===== src/rtl/bmp_word_unpacker_if.sv =====
// Bus bundle between a 32-bit image FIFO, the word unpacker and the pixel consumer.
// master: the unpacker side; slave: the surrounding system (FIFO, sink, controller).
interface bmp_word_unpacker_if #(
   parameter int unsigned FIFO_WIDTH = 32
);
   logic                  start;
   logic                  fifo_empty;
   logic [FIFO_WIDTH-1:0] fifo_dout;
   logic                  fifo_rd_en;
   logic [23:0]           pix_data;
   logic                  pix_valid;
   logic                  pix_ready;
   logic                  pix_last;
   logic                  busy;
   logic                  done;

   modport master (
      input  start, fifo_empty, fifo_dout, pix_ready,
      output fifo_rd_en, pix_data, pix_valid, pix_last, busy, done
   );

   modport slave (
      output start, fifo_empty, fifo_dout, pix_ready,
      input  fifo_rd_en, pix_data, pix_valid, pix_last, busy, done
   );
endinterface


===== src/rtl/bmp_word_unpacker.sv =====
// Pops little-endian packed BMP bytes from a 32-bit FWFT FIFO and re-slices them into
// 24-bit BGR pixels (3 words -> 4 pixels), counting pixels and dropping final-word padding.
module bmp_word_unpacker #(
   parameter int unsigned NUM_PIXELS = 388800,
   parameter int unsigned FIFO_WIDTH = 32
) (
   input  logic                    clk,
   input  logic                    reset,
   bmp_word_unpacker_if.master     bus
);

   localparam int unsigned WORDS = (3 * NUM_PIXELS + 3) / 4;
   localparam int unsigned WCW   = $clog2(WORDS + 1);
   localparam int unsigned PCW   = $clog2(NUM_PIXELS + 1);
   localparam logic [WCW-1:0] WordsMax = WCW'(WORDS);
   localparam logic [PCW-1:0] LastPix  = PCW'(NUM_PIXELS - 1);

   typedef enum logic [1:0] {StIdle, StRun, StDone} state_e;

   state_e          state_q;
   logic [47:0]     buf_q, buf_d;     // byte 0 (oldest) in [7:0]
   logic [2:0]      cnt_q, cnt_d;     // valid bytes in buf_q, 0..6
   logic [WCW-1:0]  words_q;
   logic [PCW-1:0]  pix_q;
   logic            done_q;

   logic [FIFO_WIDTH-1:0] word;
   logic                  run, pix_valid, emit, rd_en, pix_last;
   logic [2:0]            surv;       // bytes surviving this cycle's emit

   assign word = bus.fifo_dout;

   // Pop/emit decisions and the next buffer image; a popped word lands right after survivors.
   always_comb begin
      run       = (state_q == StRun);
      pix_valid = run && (cnt_q >= 3'd3);
      emit      = pix_valid && bus.pix_ready;
      surv      = emit ? cnt_q - 3'd3 : cnt_q;
      rd_en     = run && !bus.fifo_empty && (words_q < WordsMax) && (surv <= 3'd2);
      pix_last  = pix_valid && (pix_q == LastPix);
      cnt_d     = surv + (rd_en ? 3'd4 : 3'd0);
      buf_d     = emit ? {24'd0, buf_q[47:24]} : buf_q;
      if (rd_en) begin
         buf_d = buf_d | (48'(word) << {surv, 3'b000});
      end
   end

   // Frame FSM with buffer, counters and the registered done pulse.
   always_ff @(posedge clk or negedge reset) begin
      if (!reset) begin
         state_q <= StIdle;
         buf_q   <= '0;
         cnt_q   <= '0;
         words_q <= '0;
         pix_q   <= '0;
         done_q  <= 1'b0;
      end else begin
         done_q <= 1'b0;
         unique case (state_q)
            StIdle: begin
               if (bus.start) begin
                  state_q <= StRun;
                  buf_q   <= '0;
                  cnt_q   <= '0;
                  words_q <= '0;
                  pix_q   <= '0;
               end
            end
            StRun: begin
               buf_q <= buf_d;
               cnt_q <= cnt_d;
               if (rd_en) begin
                  words_q <= words_q + WCW'(1);
               end
               if (emit) begin
                  pix_q <= pix_q + PCW'(1);
               end
               // Leftover padding bytes are dropped with the last pixel.
               if (emit && pix_last) begin
                  state_q <= StDone;
                  buf_q   <= '0;
                  cnt_q   <= '0;
                  done_q  <= 1'b1;
               end
            end
            StDone: begin
               state_q <= StIdle;
            end
            default: begin
               state_q <= StIdle;
            end
         endcase
      end
   end

   assign bus.fifo_rd_en = rd_en;
   assign bus.pix_valid  = pix_valid;
   assign bus.pix_data   = pix_valid ? buf_q[23:0] : 24'd0;
   assign bus.pix_last   = pix_last;
   assign bus.busy       = run;
   assign bus.done       = done_q;

endmodule


===== src/flat_wrapper.sv =====
// flat-port wrapper written by rule: the top's interface ports become plain ports
module bmp_word_unpacker_flat 
#(
   parameter int unsigned NUM_PIXELS = 388800,
   parameter int unsigned FIFO_WIDTH = 32
)
  (clk, reset, bus_start, bus_fifo_empty, bus_fifo_dout, bus_pix_ready, bus_fifo_rd_en, bus_pix_data, bus_pix_valid, bus_pix_last, bus_busy, bus_done);
  bmp_word_unpacker_if #(.FIFO_WIDTH(FIFO_WIDTH)) bus_i ();
  input  logic clk;
  input  logic reset;
  input wire logic [$bits(bus_i.start)-1:0] bus_start;
  input wire logic [$bits(bus_i.fifo_empty)-1:0] bus_fifo_empty;
  input wire logic [$bits(bus_i.fifo_dout)-1:0] bus_fifo_dout;
  input wire logic [$bits(bus_i.pix_ready)-1:0] bus_pix_ready;
  output wire logic [$bits(bus_i.fifo_rd_en)-1:0] bus_fifo_rd_en;
  output wire logic [$bits(bus_i.pix_data)-1:0] bus_pix_data;
  output wire logic [$bits(bus_i.pix_valid)-1:0] bus_pix_valid;
  output wire logic [$bits(bus_i.pix_last)-1:0] bus_pix_last;
  output wire logic [$bits(bus_i.busy)-1:0] bus_busy;
  output wire logic [$bits(bus_i.done)-1:0] bus_done;
  assign bus_i.start = bus_start;
  assign bus_i.fifo_empty = bus_fifo_empty;
  assign bus_i.fifo_dout = bus_fifo_dout;
  assign bus_i.pix_ready = bus_pix_ready;
  assign bus_fifo_rd_en = bus_i.fifo_rd_en;
  assign bus_pix_data = bus_i.pix_data;
  assign bus_pix_valid = bus_i.pix_valid;
  assign bus_pix_last = bus_i.pix_last;
  assign bus_busy = bus_i.busy;
  assign bus_done = bus_i.done;
  bmp_word_unpacker #(.NUM_PIXELS(NUM_PIXELS), .FIFO_WIDTH(FIFO_WIDTH)) u_core (.clk(clk), .reset(reset), .bus(bus_i));
endmodule

===== config.mk =====
export PLATFORM = sky130hd
export DESIGN_NAME = bmp_word_unpacker_flat
export DESIGN_NICKNAME = d
export VERILOG_FILES = /design/src/rtl/bmp_word_unpacker_if.sv /design/src/rtl/bmp_word_unpacker.sv /design/src/flat_wrapper.sv
export SDC_FILE = /design/constraint.sdc
export NUM_CORES = 1
export LEC_CHECK = 0
export CELL_PAD_IN_SITES_DETAIL_PLACEMENT = 0
export CELL_PAD_IN_SITES_GLOBAL_PLACEMENT = 1
export CORE_AREA = 2 2 107 109
export DETAILED_ROUTE_END_ITERATION = 12
export DIE_AREA = 0 0 109 111
export DONT_BUFFER_PORTS = 1
export GPL_TIMING_DRIVEN = 0
export PLACE_DENSITY = 0.88
export SLEW_MARGIN = 20
export SYNTH_ARGS = -nofsm -noshare
export SYNTH_HDL_FRONTEND = slang
export SYNTH_SLANG_ARGS = --single-unit

===== constraint.sdc =====
create_clock -name clk -period 7.2 [get_ports clk]
set_clock_uncertainty 0.2 [all_clocks]
set_input_delay 0.72 -clock clk [delete_from_list [all_inputs] [get_ports clk]]
set_output_delay 0.72 -clock clk [all_outputs]
set_load 0.03 [all_outputs]

==> metrics.md <==
| Metric | Value |
|---|---|
| Clock tree buffer depth | 2 |
| Worst-Margin Slew | 0.949 ns |
| Reported max-cap violation count | 0 |
| Count of yosys warnings during synthesis | 0 |
| Dominant synthesized flop cell | sky130_fd_sc_hd__dfrtp_1 |
| Worst reg-to-reg setup slack | 3.77 ns |
| Final weighted congestion in routability-driven placement | 0.927 |
| Cell area after layout | 5860 µm² |
| Stages on worst setup path | 6 |
| Largest net degree at the start of global routing | 93 |
| CTS H-tree lvls | 3 |
| Ports placed on the boundary | 66 |
| Type of the worst setup path | register to primary output |
| Setup TNS | 0 ns |
| Highest clock frequency the design can meet | 269 MHz |
| Via count of the first global-routing pass | 4606 |
| Number of endpoints with negative hold slack in the final report | 0 |
| Register area share after synthesis | 42.9% |
| Startpoint of the most critical register-to-register path | u_core.cnt_q[0] |
| CTS tree | done |
| Antenna violations before repair | 0 |
| Peak VDD IR | 182 µV |
| Number of port buffers | 0 |
| Depth of the worst register-to-register path | 9 |
| Combinational group share of total power | 48.9% |
| GRT Util Overall | 26.7% |
| Fraction of layout instances using a drive strength above 1 | 7.36% |
| Area growth from synthesis to layout | 9.36% |
| Bufs and invs on worst path | 1 |
| Clock insertion delay at the later pin of the skew report | 0.34 ns |
| Distinct cell type count of the synthesized netlist | 60 |
| Fin util | 52.9% |
| CTS sink cnt | 92 |
| Number of max-slew violations in the final report | 0 |
| Total inserted antenna cells | 0 |
| Cell at the root of the clock tree | sky130_fd_sc_hd__clkbuf_16 |
| Worst setup startpoint | u_core.cnt_q[0] |
| Post-route ant nets | 0 |
| Netlist area before placement | 5360 µm² |
| Headroom to the max-slew limit | 36.4% |
| Critical path startpoint category | register |
| Synthesized area per cell | 9.23 µm² |
| Inserted Clock Buffers | 9 |
| Most frequent cell on the critical path | sky130_fd_sc_hd__ha_1 |
| Via Count | 4651 |
| Internal portion of total power | 1310 µW |
| Critical-path cell list | ha_1, ha_1, a211oi_4, nor2_1, clkbuf_1, and2_1 |
| Effective utilization at floorplan | 48.4% |
| Data required time of the worst path | 6.28 ns |
| Final critical delay including setup and external delays | 3.72 ns |
| Rows | 39 |
| Detailed-router iteration count before antenna repair | 5 |
| RSZ-0062 raised after global routing | false |
| # fillers | 1030 |
| Outcome | finished, final reports clean |
| Most frequent standard cell in the layout excluding fill and tap cells | sky130_fd_sc_hd__dfrtp_1 |
| Worst hold path type | input port to async pin |
| Register clock-pin slew on the reported worst setup and hold paths | 0.06 ns |
| Detail-routed via count per cell | 6.28 |
| Number of nets in the final layout | 634 |
| X dimension of the die | 109 µm |
| Net count after synthesis | 622 |
| Category of cells accounting for the largest share of critical-path delay | simple AND/OR/NAND/NOR gates |
| Number of synthesized flops with an enable pin | 0 |
| Worst setup path end | bus_pix_data[14] |
| Async set-or-reset flop fraction in the synthesized netlist | 100% |
| Die area | 12100 µm² |
| FF/Latch Area | 2300 µm² |
| Sw Pwr | 1070 µW |
| Top library cells by usage in the layout, fill and taps aside | sky130_fd_sc_hd__dfrtp_1, sky130_fd_sc_hd__nand2_1, sky130_fd_sc_hd__nor2_1, sky130_fd_sc_hd__mux2i_1, sky130_fd_sc_hd__o21ai_0 |
| Min Hold Slack | 0.0715 ns |
| HPWL after detailed placement | 10600 µm |
| Largest stage delay on the critical path | 0.65 ns |
| Endpoints failing setup | 0 |
| Critical Path Fanout Max | 10 |
| Die height | 111 µm |
| Cells after Synth | 581 |
| Yosys reg bits | 92 |
| Final WL | 15400 µm |
| Routed len/inst | 20.8 µm |
| Remaining global-route overflow | 0 |
| Proportion of total power due to net switching | 44.9% |
| Number of remaining DRC errors | 0 |
| Relative contribution of sequential cells to total power | 31.8% |
| Wire length of the first global-routing pass | 24800 µm |
| Power density over the cells | 407 nW/µm² |
| Leak Pwr | 0.00256 µW |
| Starting DRC count in detailed routing | 397 |
| Post-route non-filler standard cell count | 741 |
| Crit path capture type | primary output |
| Share of the cycle needed by the critical path after routing | 51.7% |
| Core region area | 11100 µm² |
| Crit Reg-Reg Endpoint | u_core.buf_q[27] |
| Number of placed instances with taps included | 724 |
| Worst Path Arrival | 2.80 ns |
| CP max-delay cell | sky130_fd_sc_hd__clkbuf_1 |
| Placed Instance Area | 5550 µm² |
| Relative contribution of the clock network to total power | 19.3% |
| Area of the multi-input gates | 2890 µm² |
[worst min path at each step]
stage | startpoint | to | slack (ns) | cells past startpoint
floorplan | reset | u_core.buf_q[0] | 0.22 | 0
global placement | reset | u_core.pix_q[12] | 0.23 | 0
detailed placement | reset | u_core.pix_q[11] | 0.23 | 0
CTS | reset | u_core.words_q[13] | 0.12 | 1
global route | reset | u_core.words_q[14] | 0.13 | 1
finish | reset | u_core.pix_q[14] | 0.07 | 1
[power by group through the flow]
| stage | Sequential (µW) | Combinational (µW) | Clock (µW) |
|---|---|---|---|
| 2_1_floorplan | 738 | 874 | 0 |
| 3_3_place_gp | 760 | 1110 | 0 |
| 3_5_place_dp | 767 | 1140 | 0 |
| 4_1_cts | 758 | 1150 | 468 |
| 5_1_grt | 778 | 1270 | 491 |
| 6_report | 759 | 1170 | 460 |
[what timing repair did]
item,4_1_cts,5_1_grt
gates resized for setup,0,0
setup buffers,0,0
hold endpoints to repair,92,0
hold buffers,1,0
[final cells by class]
| type | instances | share of cell area [%] |
|---|---|---|
| clock buffers | 13 | 4.61 |
| well taps | 143 | 3.05 |
| flip-flops and latches | 92 | 39.3 |
| repair buffers | 1 | 0.469 |
| plain buffers | 36 | 2.60 |
| multi-input cells | 448 | 49.4 |
| clock inverters | 3 | 0.320 |
| inverters | 5 | 0.320 |
[metrics by stage]
stage	total power, µW	setup slack [ns]
6_report	2390	3.48
5_1_grt	2540	3.32
4_1_cts	2380	3.48
3_5_place_dp	1900	3.82
3_3_place_gp	1870	3.83
2_1_floorplan	1610	4.31
[cell usage after synthesis (all sizes together) (2+ instances only)]
master	count	area share [%]
xnor2	16	2.8
buf	14	1.3
o31ai	3	0.51
a32oi	8	1.3
mux2i	50	9.3
clkbuf	22	1.6
a21oi	6	0.56
ha	4	0.93
or3	2	0.23
nand4	9	1.1
o2111ai	4	0.65
nand4b	2	0.33
o21ai	44	4.2
nand2b	4	0.47
nor4	5	0.86
and2	30	3.5
a221oi	15	2.5
a31oi	3	0.35
a22oi	16	2.2
a32o	8	1.5
inv	5	0.35
and3	7	0.82
or4	2	0.28
and4bb	2	0.47
nand2	79	5.6
nor3b	2	0.28
nor2	59	4.2
nand3	11	1.0
dfrtp	92	43
nor3	28	2.7
xor2	10	1.6
a41o	2	0.37
[state kept, by name, indices dropped and copies added (netlist names)]
register,cells
u_core.words_q,19
u_core.bus.done,1
u_core.cnt_q,3
u_core.pix_q,19
u_core.buf_q,48
u_core.state_q,2
[worst register-to-register path: stages, from the launching register on]
cell and delay (ns):
sky130_fd_sc_hd__dfrtp_1 0.43, sky130_fd_sc_hd__ha_1 0.22, sky130_fd_sc_hd__ha_1 0.24, sky130_fd_sc_hd__a211oi_4 0.43
sky130_fd_sc_hd__nor2_2 0.10, sky130_fd_sc_hd__xnor2_2 0.61, sky130_fd_sc_hd__buf_4 0.37, sky130_fd_sc_hd__mux2i_1 0.34
sky130_fd_sc_hd__nand2_1 0.10, sky130_fd_sc_hd__a32o_1 0.27
[logic make-up (layout without fill, tap and decap cells)]
| kind of cell | count (synthesis) | count (layout) | synth area share, % |
|---|---|---|---|
| buf+inv | 41 | 58 | 3.20 |
| fa+ha+maj | 4 | 4 | 0.934 |
| flops | 92 | 92 | 42.9 |
| compound gates | 119 | 119 | 16.2 |
| simple gates | 248 | 248 | 22.7 |
| mux | 51 | 51 | 9.61 |
| xor+xnor | 26 | 26 | 4.39 |
[per-layer routing]
layer  up-vias  wire length (µm)  track usage [%]
met5         -                 0                0
met4         0               321             10.5
met3        36              1400             7.29
met2       186              7170             40.5
met1      2301              6510             36.0
li1       2128                 -                -
(Power assumes the default switching activity.)
